`src/rtl/hazard_pkg.sv`:
```
// Shared encodings for the pipeline hazard controller: FSM states, WB control
// field layout and the load-use detection helper.
package hazard_pkg;

    typedef enum logic [2:0] {
        RUN     = 3'd0,
        LDUSE   = 3'd1,
        MEMWAIT = 3'd2,
        HALT    = 3'd3,
        ERR     = 3'd4
    } state_t;

    localparam int         REG_WRITE_BIT = 2;
    localparam logic [1:0] SRC_MEM       = 2'b11;

    // A load in EX whose destination is read by the instruction in ID.
    function automatic logic is_load_use(
        input logic [2:0] wb_ctrl,
        input logic       rs_vld,
        input logic [2:0] rs,
        input logic       rt_vld,
        input logic [2:0] rt,
        input logic [2:0] dst
    );
        return wb_ctrl[REG_WRITE_BIT] && (wb_ctrl[1:0] == SRC_MEM) &&
               ((rs_vld && (rs == dst)) || (rt_vld && (rt == dst)));
    endfunction

endpackage

```
`src/rtl/mem_wait_timer.sv`:
```
// 8-bit data-memory wait counter; timeout fires on the MEM_TIMEOUT-th counted
// cycle so the FSM can leave MEMWAIT on that same edge.
module mem_wait_timer #(
    parameter int MEM_TIMEOUT = 15
) (
    input  logic clk,
    input  logic rst,
    input  logic run,
    input  logic clear,
    output logic timeout
);

    localparam logic [7:0] TC = 8'(MEM_TIMEOUT - 1);

    logic [7:0] count_q;
    logic [7:0] count_d;

    always_comb begin
        count_d = count_q;
        if (clear) begin
            count_d = '0;
        end else if (run) begin
            count_d = count_q + 8'd1;
        end
    end

    always_ff @(posedge clk or negedge rst) begin
        if (!rst) begin
            count_q <= '0;
        end else begin
            count_q <= count_d;
        end
    end

    assign timeout = run && (count_q == TC);

endmodule

```
`src/rtl/pipe_hazard_ctrl.sv`:
```
// Pipeline sequencing controller: holds, bubbles and flushes for load-use,
// redirects, memory waits and halt. HAZ_PERF_CNT_EN adds stall/flush counters.
//
// state   | meaning
// RUN     | normal flow, all hazards evaluated
// LDUSE   | one-cycle load-use bubble in flight, load-use not re-checked
// MEMWAIT | data memory busy, pipeline frozen, timeout counting
// HALT    | halt retired, frozen until reset
// ERR     | memory timeout, frozen until reset
module pipe_hazard_ctrl
    import hazard_pkg::*;
#(
    parameter int MEM_TIMEOUT = 15
) (
    input  logic       clk,
    input  logic       rst,
    input  logic       id_rs_vld,
    input  logic       id_rt_vld,
    input  logic [2:0] id_rs,
    input  logic [2:0] id_rt,
    input  logic [2:0] ex_wb_ctrl,
    input  logic [2:0] ex_dst_reg,
    input  logic       ex_redirect,
    input  logic       mem_req,
    input  logic       mem_done,
    input  logic       wb_halt,
    output logic       hold_pc,
    output logic       hold_ifid,
    output logic       hold_idex,
    output logic       hold_back,
    output logic       bubble_idex,
    output logic       flush_ifid,
    output logic       halted,
    output logic       mem_err,
    output logic [2:0] state
`ifdef HAZ_PERF_CNT_EN
    ,
    output logic [15:0] stall_cycles,
    output logic [15:0] flush_count
`endif
);

    state_t state_q;
    state_t state_d;

    logic [3:0] holds_c;
    logic       bubble_c;
    logic       flush_c;
    logic       load_use;
    logic       mem_stall;
    logic       tmr_run;
    logic       tmr_clear;
    logic       tmr_timeout;

    assign load_use  = is_load_use(ex_wb_ctrl, id_rs_vld, id_rs, id_rt_vld, id_rt, ex_dst_reg);
    assign mem_stall = mem_req && !mem_done;

    assign tmr_run   = (state_q == MEMWAIT) && !mem_done;
    assign tmr_clear = (state_q != MEMWAIT) || mem_done;

    mem_wait_timer #(
        .MEM_TIMEOUT (MEM_TIMEOUT)
    ) u_mem_wait_timer (
        .clk     (clk),
        .rst     (rst),
        .run     (tmr_run),
        .clear   (tmr_clear),
        .timeout (tmr_timeout)
    );

    always_comb begin
        state_d  = state_q;
        holds_c  = 4'b0000;
        bubble_c = 1'b0;
        flush_c  = 1'b0;
        case (state_q)
            RUN, LDUSE: begin
                if (wb_halt) begin
                    state_d = HALT;
                end else if (mem_stall) begin
                    holds_c = 4'b1111;
                    state_d = MEMWAIT;
                end else if (ex_redirect) begin
                    flush_c  = 1'b1;
                    bubble_c = 1'b1;
                    state_d  = RUN;
                end else if (load_use && (state_q == RUN)) begin
                    holds_c  = 4'b1100;
                    bubble_c = 1'b1;
                    state_d  = LDUSE;
                end else begin
                    state_d = RUN;
                end
            end
            // The completing cycle releases the pipeline; the frozen EX
            // contents are judged afresh in RUN on the following cycle.
            MEMWAIT: begin
                if (mem_done) begin
                    state_d = RUN;
                end else begin
                    holds_c = 4'b1111;
                    if (tmr_timeout) begin
                        state_d = ERR;
                    end
                end
            end
            HALT, ERR: begin
                holds_c = 4'b1111;
            end
            default: begin
                state_d = RUN;
            end
        endcase
    end

    always_ff @(posedge clk or negedge rst) begin
        if (!rst) begin
            state_q <= RUN;
        end else begin
            state_q <= state_d;
        end
    end

    // Mealy outputs would otherwise follow the inputs while reset is held.
    assign hold_pc     = rst && holds_c[3];
    assign hold_ifid   = rst && holds_c[2];
    assign hold_idex   = rst && holds_c[1];
    assign hold_back   = rst && holds_c[0];
    assign bubble_idex = rst && bubble_c && !holds_c[1];
    assign flush_ifid  = rst && flush_c && !holds_c[2];
    assign halted      = (state_q == HALT);
    assign mem_err     = (state_q == ERR);
    assign state       = state_q;

`ifdef HAZ_PERF_CNT_EN
    logic [15:0] stall_q;
    logic [15:0] stall_d;
    logic [15:0] flush_q;
    logic [15:0] flush_d;

    always_comb begin
        stall_d = stall_q;
        flush_d = flush_q;
        if (hold_pc && ((state_q == RUN) || (state_q == LDUSE) || (state_q == MEMWAIT)) &&
            (stall_q != 16'hFFFF)) begin
            stall_d = stall_q + 16'd1;
        end
        if (flush_ifid && (flush_q != 16'hFFFF)) begin
            flush_d = flush_q + 16'd1;
        end
    end

    always_ff @(posedge clk or negedge rst) begin
        if (!rst) begin
            stall_q <= '0;
            flush_q <= '0;
        end else begin
            stall_q <= stall_d;
            flush_q <= flush_d;
        end
    end

    assign stall_cycles = stall_q;
    assign flush_count  = flush_q;
`endif

endmodule
```
`config.mk`:
```
export PLATFORM = sky130hd
export DESIGN_NAME = pipe_hazard_ctrl
export DESIGN_NICKNAME = d
export VERILOG_FILES = /design/src/rtl/hazard_pkg.sv /design/src/rtl/mem_wait_timer.sv /design/src/rtl/pipe_hazard_ctrl.sv
export SDC_FILE = /design/constraint.sdc
export NUM_CORES = 1
export LEC_CHECK = 0
export CAP_MARGIN = 20
export CORE_MARGIN = 2
export CORE_UTILIZATION = 44
export DETAILED_ROUTE_END_ITERATION = 10
export PLACE_DENSITY = 0.81
export SYNTH_ARGS = -nofsm -noshare
export SYNTH_HDL_FRONTEND = slang
export SYNTH_SLANG_ARGS = --single-unit
```
`constraint.sdc`:
```
create_clock -name clk -period 3.1 [get_ports clk]
set_input_delay 0.62 -clock clk [delete_from_list [all_inputs] [get_ports clk]]
set_output_delay 0.62 -clock clk [all_outputs]
set_load 0.05 [all_outputs]
```
==> impl_metrics.toml, run 1 <==
[outcome]
outcome = "finished, final reports clean"

[timing]
skew_ns = 0.000588
setup_viol = 0
tns_ns = 0
grt_setup_unrepaired = "false"
min_period_ns = 2.85
hold_viol = 0
tightest_slew_ns = 0.503
max_slew_margin_pct = 66.4
period_share_pct = 92.1
drv_slew = 0
whs_ns = 0.493
max_freq_ghz = 0.350

[power]
pwr-share-clk_pct = 13.9
switching_share_pct = 44.7
vdd_drop_max_v = 0.000379
p_sw_mw = 0.306
power.share.sequential_pct = 27.7
p_per_area_mw_per_mm2 = 608
leakagePower_nw = 0.460
share_comb_of_total_power_pct = 58.4
internal_power_mw = 0.379

[clock_tree]
cts_setup_buffers = 0
cts_root_buf = "clkbuf_4"
ctsHoldBuffers = 0
worstSkewPairLatency_ns = 0.27
cts.sinks = 11
clk_pin_slew_ns = 0.06
clock_path_buffers = 2
htreeDepth = 1
post_cts_resize_count = 0
cts_tree = "done"
cts_made_buffers = 3

[die]
core_area_mm2 = 0.00152
fp.dieH_um = 44.7
pin_count = 31
die_w_um = 44.7
initial_utilization_pct = 47.9
dieArea_mm2 = 0.00200
fp-row-count = 14

[final_layout]
fill_cells = 118
nets = 137
final_layout_size_suffix_gt1_share_pct = 13.2
antenna_cells = 0
multiInputGateArea_um2 = 415
stdcell_count = 130
area_growth_pct = 54.5
register_area_um2 = 275

[synthesis]
synthTopCellsByCount = "nor2_1, dfrtp_1, xnor2_1"
yosysSeqAreaShare_pct = 37.7
synth_edf_count = 0
yosys.area.top_type = "dfrtp_1"
synth_top_area_share_pct = 37.7
synth.area.top_cells = "dfrtp_1, xnor2_1, nor2_1, ha_1, a21oi_1"
avgSynthCellArea_um2 = 9.01
syn-cell-area_um2 = 729
ys.flop_type = "dfrtp_1"
ys_ff_latch = 11
synthCells = 81
yosys_warnings = 0
synthArstFlopShare_pct = 100
syn_nets = 103
synth.distinct_cells = 28
synth_most_common_cell = "nor2_1"

[global_route]
antenna_found_initial = 0
grt_usage_pct = 19.6
overflow = 0
grt_pass1_wl_mm = 2.83
grt_start_max_net_pins = 12
grt_pass1_vias = 695

[detailed_routing]
wl_per_cell_um = 13.0
routed_wl_mm = 1.69
via_per_inst = 5.35
ant_nets = 0
drt_pre_antenna_iters = 4
drt_iter0_drc = 9
vias = 696
remaining_drc_errors = 0
met2WireLength_um = 930
highest_layer = "met3"
met1_length_um = 671
met3WireLength_um = 89

[setup_path]
cp.arrival_ns = 2.23
timing.rr.start = "u_mem_wait_timer.count_q[0]"
critPathMaxStageDelay_ns = 0.55
crit_path_start = "mem_done"
required_ns = 2.48
crit_chain = "clkdlybuf4s50_1 > or4b_1 > nand3_4 > o21ai_1 > a21oi_2 > buf_12"
path_class = "in2out"
critPathMaxFanout = 5
cp-end-kind = "output port"
setup.worst_path.start_class = "primary input"
crit_slowest_cell = "or4b_1"

[min_path]
hold_path.class = "reg2reg"
hp-start = "u_mem_wait_timer.count_q[0]"

[place]
numPortBuffers = 30
dp_cells = 126
hpwl_mm = 1.43
place_congestion = 0.802

[run]
drv_cap = 0
-- flip-flops by register name, indices dropped and copies added, names as in the netlist --
name and count:
u_mem_wait_timer.count_q 8, state 3
-- per-layer routing --
layer,vias up,GRT usage [%]
li1,345,-
met1,325,22.3
met2,26,33.6
met3,0,6.00
met4,0,8.48
met5,-,0
-- final cells by class --
type | instances | area share (%)
multi-input combinational | 63 | 36.8
timing repair buffer | 32 | 33.3
sequential | 11 | 24.4
clock buffer | 4 | 2.33
tap | 16 | 1.78
inverter | 4 | 1.33
-- kinds of logic (layout without fill, tap and decap cells) --
family,count (synthesis),count (layout),synth area share (%)
DFF,11,11,37.7
adders and majority gates,2,2,3.43
buffers and inverters,7,40,5.66
xor gates and xnor gates,11,11,13.2
and+or+nand+nor,37,37,29.0
AOI/OAI and AO/OA,13,13,11.0
-- final timing paths --
kind	endpoint	slack, ns	cells after the start
max	hold_ifid	0.25	6
min	u_mem_wait_timer.count_q[0]	0.49	1
min reg2reg	u_mem_wait_timer.count_q[0]	0.49	1
max in group asynchronous	u_mem_wait_timer.count_q[4]	2.21	2
max reg2reg	state[1]	1.47	5
min in group asynchronous	u_mem_wait_timer.count_q[5]	0.75	2
-- per-stage QoR --
step / setup WS [ns] / instance area, um^2 / power [mW] / util (%)
floorplan: 0.187 / 732 / 0.435 / -
global placement: 0.274 / 1100 / 0.589 / 72.2
detailed placement: 0.251 / 1100 / 0.594 / 72.2
CTS: 0.243 / 1130 / 0.693 / 74.0
global route: 0.184 / 1130 / 0.723 / 74.0
finish: 0.246 / 1130 / 0.685 / 74.0
-- power by group through the flow --
stage | Clock [mW] | Combinational [mW] | Sequential, mW
5_1_grt | 0.105 | 0.424 | 0.194
3_5_place_dp | 0 | 0.402 | 0.192
2_1_floorplan | 0 | 0.204 | 0.231
4_1_cts | 0.101 | 0.403 | 0.190
3_3_place_gp | 0 | 0.397 | 0.192
6_report | 0.0954 | 0.400 | 0.190
-- worst max-delay path: cells and delay by family --
family | cells | cell delay [ns]
buffers and inverters | 2 | 0.61
AO/OA/AOI/OAI | 2 | 0.34
AND/OR/NAND/NOR | 2 | 0.66
-- cells in the final DEF (no fill, tap or decap) --
cell,n
o311ai_1,1
o211ai_1,1
xnor2_1,9
clkbuf_1,1
or3_1,1
buf_12,6
or3b_2,1
a21oi_1,4
nand2b_1,1
nand3b_1,2
nand2_1,5
o31ai_1,1
o21ai_0,3
buf_4,2
clkbuf_4,3
or4b_1,2
o21a_1,1
nor3_1,4
o21ai_1,1
clkdlybuf4s50_1,24
nand4b_1,1
nand3_1,3
a21oi_2,1
nor2b_2,1
and4_1,2
dfrtp_1,11
nor2b_1,1
nand3_4,1
xor2_1,2
inv_1,4
nor2_1,12
ha_1,2
No activity file was read; power rests on OpenSTA's default activity.
==> inputs of run 2 (changes only) <==
--- a/config.mk
+++ b/config.mk
@@ -6,7 +6,6 @@
 export NUM_CORES = 1
 export LEC_CHECK = 0
 export CAP_MARGIN = 20
-export CORE_MARGIN = 2
 export CORE_UTILIZATION = 44
 export DETAILED_ROUTE_END_ITERATION = 10
 export PLACE_DENSITY = 0.81
==> run 2 against run 1 <==
Hold slack got worse by 0.0025 ns. Sequential share of layout area did not move. Count of clock-buffer cells in the layout did not move. Non-clock buffer count did not move. Clock power rose by 2.7%. Maximum frequency fell by 1.6%. Register-to-register slack barely moved. Power rose by 0.87%. Sequential power barely moved. Flip-flop and latch count did not move. Global-route usage rose by 3.3 points. Highest routed layer is now met4.
==> impl_metrics.toml, run 2 (synthesis results as in run 1) <==
[clock_tree]
worstSkewPairLatency_ns = 0.27
cts_setup_buffers = 0
cts_root_buf = "clkbuf_4"
cts_tree = "done"
post_cts_resize_count = 0
cts.sinks = 11
cts_made_buffers = 3
ctsHoldBuffers = 0
clock_path_buffers = 2
clk_pin_slew_ns = 0.06
htreeDepth = 1

[detailed_routing]
ant_nets = 0
wl_per_cell_um = 13.8
via_per_inst = 5.35
remaining_drc_errors = 0
vias = 696
drt_pre_antenna_iters = 4
routed_wl_mm = 1.80
drt_iter0_drc = 21

[setup_path]
cp.arrival_ns = 2.28
critPathMaxFanout = 5
setup.worst_path.start_class = "primary input"
path_class = "in2out"
cp_top_family = "simple AND/OR/NAND/NOR gates"
critPathBufInv = 2
crit_chain = "clkdlybuf4s50_1 > or4b_1 > nand3_4 > o21ai_1 > a21oi_2 > buf_12"
cp-end-kind = "output port"
crit_slowest_cell = "or4b_1"
critPathMaxStageDelay_ns = 0.56
required_ns = 2.48

[final_layout]
layout_commonest_cell = "clkdlybuf4s50_1"
largest_reg_flops = 8
layout_common_cells = "clkdlybuf4s50_1, nor2_1, dfrtp_1, xnor2_1, buf_12"
area_growth_pct = 54.5
final_layout_size_suffix_gt1_share_pct = 13.2
antenna_cells = 0
nets = 137
regMostFlops = "u_mem_wait_timer.count_q"
fill_cells = 123

[die]
die_w_um = 42.7
core_area_mm2 = 0.00152
fp-row-count = 14
pin_count = 31
fp.dieH_um = 42.7
dieArea_mm2 = 0.00182
initial_utilization_pct = 47.9

[outcome]
outcome = "finished, final reports clean"

[timing]
tightest_slew_ns = 0.503
grt_setup_unrepaired = "false"
hold_viol = 0
max_freq_ghz = 0.345
drv_slew = 0
max_slew_margin_pct = 66.4
min_period_ns = 2.90
whs_ns = 0.491
tns_ns = 0
skew_ns = 0.00273
period_share_pct = 93.5
setup_viol = 0

[run]
drv_cap = 0

[place]
place_congestion = 0.809
hpwl_mm = 1.46
numPortBuffers = 30

[min_path]
hold_path.class = "reg2reg"

[global_route]
grt_util_met2_pct = 40.9
grt_start_max_net_pins = 12
grt_pass1_vias = 735
busiest_layer = "met2"
met3_usage_pct = 5.11
grt_usage_pct = 22.9
overflow = 0
met1_usage_pct = 26.5
antenna_found_initial = 0
grt_pass1_wl_mm = 3.10

[power]
leakagePower_nw = 0.460
p_per_area_mw_per_mm2 = 613
vdd_drop_max_v = 0.000339
## run 2: cell counts in the layout (fill, tap and decap cells not counted)
No cell type changed its count.
## run 2: cell type report
cell class | instances | area, um^2 | share of cell area, %
clock buffer | 4 | 26.3 | 2.33
inverter | 4 | 15.0 | 1.33
multi-input combinational | 63 | 415 | 36.8
sequential | 11 | 275 | 24.4
tap | 16 | 20.0 | 1.78
timing repair buffer | 32 | 375 | 33.3
## run 2: path summary, 6_finish.rpt
check	to	from	slack, ns	depth (start not counted)
hold reg to reg	u_mem_wait_timer.count_q[0]	u_mem_wait_timer.count_q[0]	0.49	1
max in group asynchronous	u_mem_wait_timer.count_q[0]	rst	2.19	2
setup reg to reg	state[1]	u_mem_wait_timer.count_q[0]	1.46	5
hold / removal	u_mem_wait_timer.count_q[0]	u_mem_wait_timer.count_q[0]	0.49	1
min in group asynchronous	state[1]	rst	0.76	2
setup / recovery	hold_pc	mem_done	0.20	6
## run 2: metrics by stage
stage               setup slack [ns]  power (mW)  std cells  area (um^2)  util [%]
global route                   0.117       0.728        130         1130      74.0
detailed placement             0.212       0.596        126         1100      72.2
finish                         0.201       0.691        130         1130      74.0
floorplan                      0.187       0.435         81          732         -
CTS                            0.201       0.698        130         1130      74.0
global placement               0.273       0.588        126         1100      72.2
## run 2: power breakdown
| group | internal [mW] | leakage [nW] | switching, mW |
|---|---|---|---|
| Combinational | 0.168 | 0.296 | 0.235 |
| Sequential | 0.161 | 0.149 | 0.0290 |
| Clock | 0.0499 | 0.0150 | 0.0481 |
## run 2: per-layer routing
| layer | wire length, um | vias to the layer above |
|---|---|---|
| met5 | 0 | - |
| met4 | 23 | 0 |
| met3 | 50 | 4 |
| met2 | 978 | 14 |
| met1 | 747 | 331 |
| li1 | - | 347 |
==> inputs of run 3 (changes only) <==
--- a/config.mk
+++ b/config.mk
@@ -5,10 +5,10 @@
 export SDC_FILE = /design/constraint.sdc
 export NUM_CORES = 1
 export LEC_CHECK = 0
-export CAP_MARGIN = 20
-export CORE_UTILIZATION = 44
+export CORE_UTILIZATION = 45
 export DETAILED_ROUTE_END_ITERATION = 10
 export PLACE_DENSITY = 0.81
 export SYNTH_ARGS = -nofsm -noshare
 export SYNTH_HDL_FRONTEND = slang
+export SYNTH_HIERARCHICAL = 1
 export SYNTH_SLANG_ARGS = --single-unit
==> run 3 against run 2 <==
Clock skew shrank 0.0021 ns. Maximum frequency grew 1.7%. Synthesized cell count grew 8.6%. Critical path depth is the same. Utilization grew 0.86 points. Clock power shrank 3.2%. Critical endpoint is now hold_ifid. Highest routed layer unchanged.
==> impl_metrics.toml, run 3 <==
[outcome]
outcome = "finished, final reports clean"

[die]
core_area_mm2 = 0.00154
initial_utilization_pct = 49.7
fp.dieH_um = 43.3
fp-row-count = 14
dieArea_mm2 = 0.00187
pin_count = 31
die_w_um = 43.3

[final_layout]
antenna_cells = 0
layout_common_cells = "clkdlybuf4s50_1, nor2_1, dfrtp_1, xnor2_1"
stdcell_count = 135
regMostFlops = "u_mem_wait_timer/count_q"
final_layout_size_suffix_gt1_share_pct = 14.3
area_growth_pct = 50.7
nets = 142
layout_commonest_cell = "clkdlybuf4s50_1"
largest_reg_flops = 8

[synthesis]
avgSynthCellArea_um2 = 8.70
synth.area.top_cells = "dfrtp_1, xnor2_1, nor2_1, and4_4, a21oi_1"
yosysSeqAreaShare_pct = 35.9
synthTopCellsByCount = "nor2_1, dfrtp_1, xnor2_1"
synth_edf_count = 0
ys_ff_latch = 11
synthArstFlopShare_pct = 100
yosys_warnings = 6
ys.flop_type = "dfrtp_1"
yosys.area.top_type = "dfrtp_1"
syn_nets = 110
synth_most_common_cell = "nor2_1"
synth.distinct_cells = 29
synth_top_area_share_pct = 35.9
synthCells = 88
syn-cell-area_um2 = 766

[timing]
tightest_slew_ns = 0.492
max_freq_ghz = 0.351
hold_viol = 0
period_share_pct = 91.9
min_period_ns = 2.85
skew_ns = 0.000669
drv_slew = 0
tns_ns = 0
max_slew_margin_pct = 67.1
setup_ws_ns = 0.250
setup_viol = 0
grt_setup_unrepaired = "false"

[setup_path]
critPathMaxFanout = 2
cp-end-kind = "output port"
reg2reg_depth = 9
timing.rr.start = "state[2]"
required_ns = 2.48
reg2reg_slack_ns = 1.08
r2r_end = "state[1]"
cp.arrival_ns = 2.23
setup.worst_path.start_class = "primary input"
path_class = "in2out"

[detailed_routing]
wl_per_cell_um = 14.4
remaining_drc_errors = 0
vias = 728
drt_iter0_drc = 5
ant_nets = 0
routed_wl_mm = 1.94
drt_pre_antenna_iters = 4
via_per_inst = 5.39

[run]
drv_cap = 0

[place]
dp_cells = 131
post-place-ws_ns = 0.259
hpwl_mm = 1.53
numPortBuffers = 30
place_congestion = 0.790

[min_path]
hp-start = "state[0]"
hold_path.class = "reg2reg"
min_path_cells = 1
holdPathEnd = "state[2]"

[power]
power_mw = 0.653
leakagePower_nw = 0.467
p_per_area_mw_per_mm2 = 566
vdd_drop_max_v = 0.000361

[global_route]
grt_pass1_vias = 747
grt_start_max_net_pins = 10
overflow = 0
grt_pass1_wl_mm = 3.42
antenna_found_initial = 0
grt_usage_pct = 24.2

[clock_tree]
ctsHoldBuffers = 0
cts_root_buf = "clkbuf_4"
clk_pin_slew_ns = 0.07
post_cts_resize_count = 0
worstSkewPairLatency_ns = 0.26
clock_path_buffers = 2
cts_tree = "done"
cts.sinks = 11
cts_setup_buffers = 0
cts_made_buffers = 3
htreeDepth = 1
[run 3: cell types whose count changed after synthesis, sizes merged, moves of 2 or more]
cell / previous run / this run
a211oi: 0 / 2
nand2b: 1 / 4
nand3: 4 / 2
nand4: 0 / 4
or3: 1 / 3
xnor2: 9 / 7
[run 3: logic make-up (layout without fill, tap and decap cells)]
logic type / Yosys count / in the layout / share of synthesized area [%]
flip-flops: 11 / 11 / 35.9
AND/OR/NAND/NOR: 39 / 39 / 29.6
AO/OA/AOI/OAI: 17 / 17 / 13.7
XOR/XNOR: 10 / 10 / 11.4
buffers and inverters: 9 / 40 / 6.04
adder cells (fa/ha/maj): 2 / 2 / 3.27
[run 3: final cells by class]
cell class / instances / area, um^2
multi-input combinational: 68 / 444
inverter: 5 / 20.0
fill: 117 / 388
clock buffer: 4 / 26.3
timing repair buffer: 31 / 368
tap: 16 / 20.0
sequential: 11 / 275
[run 3: through the flow]
step                      utilization [%]  cell area (um^2)  hold WS [ns]
after floorplan                         -               766         0.324
after global routing                 74.8              1150         0.580
after detailed placement             73.1              1130         0.547
after CTS                            74.8              1150         0.562
final                                74.8              1150         0.564
after global placement               73.1              1130         0.541
[run 3: worst max-delay path: stages]
cell and delay [ns]:
clkdlybuf4s50_1 0.53, xnor2_1 0.14, and4_4 0.24, o211ai_2 0.10
o2bb2ai_1 0.40, buf_12 0.20
[run 3: worst max path at each step]
stage                           end     startpoint  slack [ns]  cells after the start
after floorplan             hold_pc       id_rs[1]        0.24                      5
after CTS                 hold_ifid  ex_dst_reg[1]        0.25                      6
after global routing        hold_pc  ex_dst_reg[0]        0.17                      6
after detailed placement  hold_ifid  ex_dst_reg[1]        0.26                      6
after global placement      hold_pc  ex_dst_reg[0]        0.29                      6
final                     hold_ifid  ex_dst_reg[2]        0.25                      6
[run 3: routing by layer]
| layer | GRT usage [%] | up-vias | routed length (um) |
|---|---|---|---|
| met3 | 1.28 | 2 | 67 |
| met2 | 43.3 | 22 | 986 |
| li1 | - | 370 | - |
| met5 | 0 | - | 0 |
| met4 | 7.27 | 0 | 14 |
| met1 | 30.9 | 334 | 872 |
[run 3: power breakdown]
part           switching, mW  internal (mW)  total (mW)
sequential            0.0303          0.160       0.190
combinational          0.216          0.152       0.368
clock                 0.0451         0.0498      0.0949
total                  0.291          0.361       0.653
